`src/rtl/uart_rx_mmio.sv`:
```
`timescale 1ns/1ps
`default_nettype none
// ============================================================================
// Module   : uart_rx_mmio
// Brief    : 8N1 UART receiver with a receive FIFO behind a small MMIO window.
// Revision : 1.0
// ============================================================================
module uart_rx_mmio #(
    parameter int CLK_FREQ_HZ = 10_000_000,
    parameter int BAUD        = 115200,
    parameter int FIFO_DEPTH  = 8
) (
    input  logic        clk,
    input  logic        rst_n,
    input  logic        rx,
    input  logic        mmio_sel,
    input  logic        mmio_we,
    input  logic [3:0]  mmio_addr,
    input  logic [31:0] mmio_wdata,
    output logic [31:0] mmio_rdata,
    output logic        rx_irq
);

    localparam int CLKS_PER_BIT = CLK_FREQ_HZ / BAUD;
    localparam int CNT_W        = $clog2(CLKS_PER_BIT + 1);
    localparam int PTR_W        = $clog2(FIFO_DEPTH);
    localparam int LVL_W        = PTR_W + 1;

    localparam logic [CNT_W-1:0] HALF_LAST = CNT_W'(CLKS_PER_BIT / 2 - 1);
    localparam logic [CNT_W-1:0] BIT_LAST  = CNT_W'(CLKS_PER_BIT - 1);
    localparam logic [LVL_W-1:0] DEPTH_LVL = LVL_W'(FIFO_DEPTH);

    typedef enum logic [1:0] {
        S_IDLE  = 2'd0,
        S_START = 2'd1,
        S_DATA  = 2'd2,
        S_STOP  = 2'd3
    } state_t;

    logic             sync1_q, sync2_q;
    state_t           state_q, state_d;
    logic             armed_q, armed_d;
    logic [CNT_W-1:0] cnt_q, cnt_d;
    logic [2:0]       bit_idx_q, bit_idx_d;
    logic [7:0]       shift_q, shift_d;
    logic [PTR_W-1:0] wr_ptr_q, wr_ptr_d, rd_ptr_q, rd_ptr_d;
    logic [LVL_W-1:0] count_q, count_d;
    logic             ovr_q, ovr_d, frame_q, frame_d;
    logic [31:0]      rdata_q, rdata_d;
    logic [7:0]       mem_q [FIFO_DEPTH];

    logic        rx_s;
    logic        push_req, frame_set;
    logic        rd_acc, wr_stat, not_empty, full, pop, push, ovr_set;
    logic [31:0] status;
    logic        unused_wdata;

    assign rx_s         = sync2_q;
    assign unused_wdata = ^{mmio_wdata[31:4], mmio_wdata[1:0]};

    // Receive FSM: start bit is re-checked mid-bit, data sampled at bit centres
    always_comb begin
        state_d   = state_q;
        armed_d   = armed_q;
        cnt_d     = cnt_q;
        bit_idx_d = bit_idx_q;
        shift_d   = shift_q;
        push_req  = 1'b0;
        frame_set = 1'b0;
        case (state_q)
            S_IDLE: begin
                if (!armed_q) begin
                    if (rx_s) armed_d = 1'b1;
                end else if (!rx_s) begin
                    cnt_d   = '0;
                    state_d = S_START;
                end
            end
            S_START: begin
                if (cnt_q == HALF_LAST) begin
                    if (!rx_s) begin
                        cnt_d     = '0;
                        bit_idx_d = 3'd0;
                        state_d   = S_DATA;
                    end else begin
                        armed_d = 1'b0;
                        state_d = S_IDLE;
                    end
                end else begin
                    cnt_d = cnt_q + 1'b1;
                end
            end
            S_DATA: begin
                if (cnt_q == BIT_LAST) begin
                    cnt_d     = '0;
                    shift_d   = {rx_s, shift_q[7:1]};
                    bit_idx_d = bit_idx_q + 3'd1;
                    if (bit_idx_q == 3'd7) state_d = S_STOP;
                end else begin
                    cnt_d = cnt_q + 1'b1;
                end
            end
            S_STOP: begin
                if (cnt_q == BIT_LAST) begin
                    cnt_d   = '0;
                    armed_d = 1'b0;
                    state_d = S_IDLE;
                    if (rx_s) push_req  = 1'b1;
                    else      frame_set = 1'b1;
                end else begin
                    cnt_d = cnt_q + 1'b1;
                end
            end
            default: begin
                armed_d = 1'b0;
                state_d = S_IDLE;
            end
        endcase
    end

    always_comb begin
        rd_acc    = mmio_sel & ~mmio_we;
        wr_stat   = mmio_sel & mmio_we & (mmio_addr == 4'h4);
        not_empty = (count_q != '0);
        full      = (count_q == DEPTH_LVL);
        pop       = rd_acc & (mmio_addr == 4'h0) & not_empty;
        // A pop in the same cycle frees the slot a full-FIFO push needs
        push      = push_req & (~full | pop);
        ovr_set   = push_req & full & ~pop;

        wr_ptr_d = push ? wr_ptr_q + 1'b1 : wr_ptr_q;
        rd_ptr_d = pop  ? rd_ptr_q + 1'b1 : rd_ptr_q;
        count_d  = count_q;
        if (push && !pop)      count_d = count_q + 1'b1;
        else if (pop && !push) count_d = count_q - 1'b1;

        ovr_d = ovr_q;
        if (wr_stat && mmio_wdata[2]) ovr_d = 1'b0;
        if (ovr_set)                  ovr_d = 1'b1;
        frame_d = frame_q;
        if (wr_stat && mmio_wdata[3]) frame_d = 1'b0;
        if (frame_set)                frame_d = 1'b1;

        status       = '0;
        status[0]    = not_empty;
        status[1]    = full;
        status[2]    = ovr_q;
        status[3]    = frame_q;
        status[12:8] = 5'(count_q);

        rdata_d = rdata_q;
        if (rd_acc) begin
            case (mmio_addr)
                4'h0:    rdata_d = not_empty ? {23'd0, 1'b1, mem_q[rd_ptr_q]} : 32'd0;
                4'h4:    rdata_d = status;
                default: rdata_d = 32'd0;
            endcase
        end
    end

    always_ff @(posedge clk or negedge rst_n) begin
        if (!rst_n) begin
            sync1_q   <= 1'b1;
            sync2_q   <= 1'b1;
            state_q   <= S_IDLE;
            armed_q   <= 1'b0;
            cnt_q     <= '0;
            bit_idx_q <= 3'd0;
            shift_q   <= 8'd0;
            wr_ptr_q  <= '0;
            rd_ptr_q  <= '0;
            count_q   <= '0;
            ovr_q     <= 1'b0;
            frame_q   <= 1'b0;
            rdata_q   <= 32'd0;
        end else begin
            sync1_q   <= rx;
            sync2_q   <= sync1_q;
            state_q   <= state_d;
            armed_q   <= armed_d;
            cnt_q     <= cnt_d;
            bit_idx_q <= bit_idx_d;
            shift_q   <= shift_d;
            wr_ptr_q  <= wr_ptr_d;
            rd_ptr_q  <= rd_ptr_d;
            count_q   <= count_d;
            ovr_q     <= ovr_d;
            frame_q   <= frame_d;
            rdata_q   <= rdata_d;
        end
    end

    always_ff @(posedge clk) begin
        if (push) mem_q[wr_ptr_q] <= shift_q;
    end

    assign mmio_rdata = rdata_q;
    assign rx_irq     = not_empty;

endmodule
`default_nettype wire

```
`config.mk`:
```
export PLATFORM = sky130hd
export DESIGN_NAME = uart_rx_mmio
export DESIGN_NICKNAME = d
export VERILOG_FILES = /design/src/rtl/uart_rx_mmio.sv
export SDC_FILE = /design/constraint.sdc
export NUM_CORES = 1
export LEC_CHECK = 0
export BUFFER_PORTS_ARGS = -buffer_cell sky130_fd_sc_hd__buf_4
export CAP_MARGIN = 40
export CORE_UTILIZATION = 32
export DETAILED_ROUTE_END_ITERATION = 12
export SETUP_SLACK_MARGIN = 0.2
export SYNTH_ARGS = -nofsm -noshare
export SYNTH_HDL_FRONTEND = slang
export SYNTH_SLANG_ARGS = --single-unit
```
`constraint.sdc`:
```
create_clock -name clk -period 3.7 [get_ports clk]
set_clock_uncertainty 0.2 [all_clocks]
set_input_delay 0.185 -clock clk [delete_from_list [all_inputs] [get_ports clk]]
set_output_delay 0.185 -clock clk [all_outputs]
set_load 0.005 [all_outputs]
```
### After elaboration in Yosys (flattened, before gate mapping)

Memories as Yosys holds them, arrays and structs flattened.
Cells that the tools add are included.

| operators by class | value |
|---|---|
| divide/modulo/power cells | 0 |
| magnitude comparators | 0 |
| bitwise operators | 12 |
| muxes and demuxes | 38 |
| $mul | 0 |
| reductions and logical operators | 19 |
| shift-type cells | 0 |
| equality and inequality tests | 16 |
| add/sub/neg operators | 6 |

Operators by type and width:

| operator | count |
|---|---|
| 7-bit 2-to-1 mux | 4 |
| 12-bit case mux with 2 select lines | 1 |
| 7-bit case mux with 3 select lines | 1 |
| 1-bit 2-to-1 mux | 16 |
| 2-bit inequality test (second input constant) | 8 |
| 2-bit 2-to-1 mux | 7 |
| 3-bit by 1-bit adder with 3-bit output (second input constant) | 3 |
| 3-bit 2-to-1 mux | 3 |
| 9-bit 2-to-1 mux | 1 |
| 1-bit AND | 8 |
| 4-bit 2-to-1 mux | 2 |
| 2-bit case mux with 4 select lines | 1 |
| 4-bit AND reduction | 2 |
| 2-bit nonzero test | 4 |
| 7-bit by 1-bit adder with 7-bit output (second input constant) | 1 |
| 7-bit by 6-bit == test with 1-bit output (second input constant) | 1 |
| 7-bit == test (second input constant) | 1 |
| 3-bit case mux with 2 select lines | 1 |
| 6-bit AND reduction | 1 |
| 4-bit by 1-bit adder with 4-bit output (second input constant) | 1 |
| 2-bit == test (second input constant) | 2 |
| 4-bit by 3-bit == test with 1-bit output (second input constant) | 1 |
| 4-bit == test (second input constant) | 1 |
| 1-bit logical AND | 4 |
| 13 further kinds | 16 |

| word-level totals | value |
|---|---|
| memories | 1 |
| memory bits (read-only) | 0 |
| latch bits | 0 |
| memory bits (writable) | 64 |
| word-level logic and storage cells | 105 |
| flip-flop bits (word level) | 67 |
| input port bits | 41 |

Memory list:

| memory | depth | width | read ports | clocked after Yosys merged registers in | write ports | RTL line | source |
|---|---|---|---|---|---|---|---|
| mem_q | 8 | 8 | 1 | 0 | 1 | 50 | `logic [7:0] mem_q [FIFO_DEPTH];` |

### Depth between registers and ports, before layout

| depth | value |
|---|---|
| depth in word-level cells | 10 |
| gate-level depth with buffers | 12 |
| depth with buffers taken out | 12 |

### Worst setup path after synthesis

No wires, ideal clock.

| timing | value |
|---|---|
| kind | register to register |
| from | reg cnt_q[1] |
| to | reg count_q[3] |
| arrival | 2525 ps |
| stages on the path, launching flop included | 13 |
| buffers on the path | 0 |
| library setup time | 80 ps |
| data required time | 3420 ps |
| setup slack | 895 ps |
| period minus slack after synthesis | 2805 ps |
| cells stage by stage | dfrtp_1 > inv_1 > ha_1 > nand4bb_4 > nor4_1 > and2_1 > ha_1 > inv_1 > ha_1 > a21o_1 > a21oi_1 > mux2i_1 > xnor2_1 |

| between the ends | value |
|---|---|
| word-level cells in the longest chain between the ends | 7 |
| elaborated cells on any way between the ends | 9 |
| classes of those cells | 1 x eq/ne; 3 x mux; 1 x bitwise; 4 x reduce/logical |

Ends and longest elaborated chain:

| what | RTL line | source |
|---|---|---|
| start, declared | 43 | `logic [CNT_W-1:0] cnt_q, cnt_d;` |
| start signal, assigned | 181 | `cnt_q <= cnt_d;` |
| 7-bit == test (*) | 104 | `if (cnt_q == BIT_LAST) begin` |
| 1-bit 2-to-1 mux (*) | 104 |  |
| 1-bit 2-to-1 mux (*) | 70 | `case (state_q)` |
| 1-bit AND (*) | 128 | `push = push_req & (~full \| pop);` |
| via push | 54 | `logic rd_acc, wr_stat, not_empty, full, pop, push, ovr_set;` |
| 1-bit logical NOT | 135 | `else if (pop && !push) count_d = count_q - 1'b1;` |
| 1-bit logical AND | 135 |  |
| 2-bit nonzero test (no source line) | - |  |
| end signal, assigned | 186 | `count_q <= count_d;` |
| end, declared | 47 | `logic [LVL_W-1:0] count_q, count_d;` |

The timed path passes the listed nets; every way through them passes the cells marked *.
A chain may end at the register's enable or synchronous reset.

### Worst setup path in the final report

Ends and elaborated chain as after synthesis.

==> impl_results.md <==
* Max-Cap Viols at 0
* Gpl congestion at 0.7503
* DRT Pass-1 Iters at 4
* Post-route setup TNS at 0 ns
* P&R area growth vs syn at 13.53%
* Area of the core at about 15000 sq um
* Root Buffer: clkbuf_16
* Post-synth ARST share at 0.4234
* Mean post-synth cell area at roughly 15 sq um
* Crit-path most repeated cell: ha_1
* Starting Density at 0.3272
* Hold Vio Cnt, Final at 0
* Post-Place Cell Area at roughly 5300 sq um
* Fill count at 1420
* RSZ-0062 raised after global routing: no
* Post_cts resized at 0
* Post-synth EDFFs at between 60 and 70
* WP data arrival at 3.30 ns
* Total clock sinks at between 100 and 150
* All-Layer GR Usage at 0.1167
* First-pass GRT wire length at around 14 mm
* Post-Synth Adder-Cell Area at 0.02929
* Mux contribution to synthesized area at 0.1257
* Post-synthesis compound-gate area fraction at 0.06362
* Tightest Hold Check Type: primary input to flop
* Chip height at around 130 microns
* Fmax at ~310 MHz
* Crit path kind: flop to flop
* Routed Antenna Nets at 0
* Final net count at between 400 and 500
* CP max FO at 5
* Initial antenna violation count at 0
* Routed wire per std cell at approximately 15 microns
* Synth Flop Type: edfxtp_1
* Die span in x at around 130 microns
* CTS tree: yes
* Synth Area in Simple Gates at 0.08861
* Worst path cell trace: inv_1, ha_1, nand4bb_4, nor4_1, and2_1, ha_1, inv_1, ha_1, a21o_1, a21oi_1, mux2i_1, xnor2_1
* Xor-xnor portion of the synthesized cell area at 0.01237
* Largest net degree at the start of global routing at 48
* Layout cells sized above 1 at 0.2240
* Cell total after placement at ~550
* Leakage at ~2.3 nW
* Power Dens Cells at around 510 nW/um^2
* Vias at approximately 2700
* Outcome: finished clean
* Fin crit share at 0.8736
* Max Slew Vio Count at 0
* Synthesized area at roughly 5000 sq um
* Distinct cells, synth at 52
* Crit path required time at 3.77 ns
* Startpoint Class: flop
* N_diodes at 0
* Post-synthesis register bit count at ~110
* Drc violations at 0
* H-tree level count at 3
* Post-Syn Instances at 340
* Number of global-route vias before repair at between 2000 and 3000
* Final Setup Violations at 0
* Initial detailed-routing violation count at 171
* Final Core Density at 0.3715
* Port Buffers at 23
* Clock Pin Slew Worst Setup and Hold Paths at 0.07 ns
* Worst setup EP type: flop
* Dpl hpwl at 5.773 mm
* Vias per cell at just under 5
* Worst vdd ir at between 0.2 and 0.25 mV
* Cell area after layout at about 5600 sq um
* Congestion Overflow GR at 0
* Num CTS Buffers at 9
* Slew headroom at 0.4294
* Clock Tree Buf Depth at 2
* Slowest-stage cell, CP: nor4_1
* Clock Latency Late Sink at 0.34 ns
* Worst Tran Pin Value at 0.8494 ns
* I/O pins at 74
* Die area at 15990 sq um
* WL final at 8.786 mm
* Final std cells w/o fill at about 570
* Critical Path Max Stage Delay at 0.64 ns
* Yosys warns at 0
* Largest family of logic cells by synthesized area: multiplexers
* FP Rows at 45
* Period minus WS final at between 3 and 4 ns
* Seq/Total Area, Yosys at 0.6256
==> logic make-up (layout without fill, tap and decap cells) <==
logic type                 Yosys count  count (layout)
other                                1              20
AOI/OAI and AO/OA                   46              46
buffers and inverters               43              68
DFF                                111             111
adders and majority gates           11              11
and+or+nand+nor                     82              82
muxes                               39              39
xor gates and xnor gates             7               7
==> per-stage QoR <==
step           hold WS [ns]  setup WS (ns)  power [mW]
6_report            0.03879         0.4677       2.870
5_1_grt             0.05632         0.2353       3.011
4_1_cts             0.03636         0.4863       2.905
3_5_place_dp        0.06645         0.5064       1.986
3_3_place_gp        0.06941         0.5317       1.973
2_1_floorplan       -0.3106         0.8952       1.883
==> registers in the layout, indices dropped and copies added, names as in the netlist, 3 cells and up, named ones only <==
name and cells:
wr_ptr_q 3, mmio_rdata 12, count_q 4, cnt_q 7
shift_q 8, mem_q 64, rd_ptr_q 3, bit_idx_q 3
==> what timing repair did <==
action | 4_1_cts | 5_1_grt
buffers inserted | 0 | 0
hold buffers | 4 | 0
hold endpoints to repair | 48 | 0
==> report_power, final <==
group | leakage (nW) | internal [mW] | total (mW) | switching (mW)
Combinational | 0.846 | 0.230 | 0.470 | 0.239
Sequential | 1.34 | 1.36 | 1.49 | 0.127
Clock | 0.135 | 0.469 | 0.911 | 0.442
==> layout by cell type (no fill, tap or decap), types with 3 or more instances in the layout <==
cell type and count:
mux2_4 5, nor3_1 9, buf_4 35, nor2_1 17
a21oi_1 3, o21ai_0 22, nand3_1 5, conb_1 20
dlygate4sd3_1 4, edfxtp_1 64, mux4_2 16, mux2i_1 12
o22ai_1 4, xnor2_1 6, a22o_1 4, clkbuf_16 9
nand2b_1 3, inv_1 13, ha_1 10, mux2_2 5
a22oi_1 4, dfrtp_1 45, nand2_1 27
==> path summary, 6_finish.rpt <==
check / from / slack (ns) / depth (start not counted) / to
hold reg to reg: sync1_q / 0.16 / 0 / rx_s
setup / recovery: cnt_q[1] / 0.47 / 12 / count_q[3]
max in group asynchronous: rst_n / 2.66 / 2 / mmio_rdata[0]
hold / removal: mmio_addr[2] / 0.04 / 4 / mmio_rdata[0]
min in group asynchronous: rst_n / 0.20 / 2 / shift_q[4]
setup reg to reg: cnt_q[1] / 0.47 / 12 / count_q[3]
==> metal layers <==
metal / vias up / track usage / part of all wire
li1: 1298 / - / -
met1: 1376 / 0.1535 / 0.45
met4: 0 / 0.05315 / 0.019
met5: - / 0 / 0
met2: 64 / 0.1956 / 0.50
met3: 10 / 0.01181 / 0.031
==> worst max-delay path: cells and delay by family, from the launching register on <==
family / cells / cell delay (ns)
and+or+nand+nor: 3 / 1.03
muxes: 1 / 0.24
adders and majority gates: 3 / 0.62
xor gates and xnor gates: 1 / 0.13
DFF: 1 / 0.43
AOI/OAI and AO/OA: 2 / 0.33
buffers and inverters: 2 / 0.17
==> final cells by class <==
type | instances | area, sq um | area share
clock inverters | 6 | 51.30 | 0.009117
multi-input cells | 205 | 1659 | 0.2949
inverters | 13 | 48.80 | 0.008672
well taps | 188 | 235.2 | 0.04181
repair buffers | 39 | 302.8 | 0.05381
clock buffers | 10 | 229.0 | 0.04069
flip-flops and latches | 111 | 3100 | 0.5510
==> Yosys cell counts, types with 6 or more instances <==
library cell	count	share of area
edfxtp_1	64	0.39
xnor2_1	6	0.011
nor2_1	17	0.013
mux4_2	16	0.073
ha_1	10	0.025
o21ai_0	22	0.022
mux2i_1	12	0.024
nand2_1	27	0.020
nor3_1	9	0.0091
inv_1	13	0.0098
buf_4	21	0.032
dfrtp_1	45	0.23
Note: power is estimated with default switching activity, not from simulation.
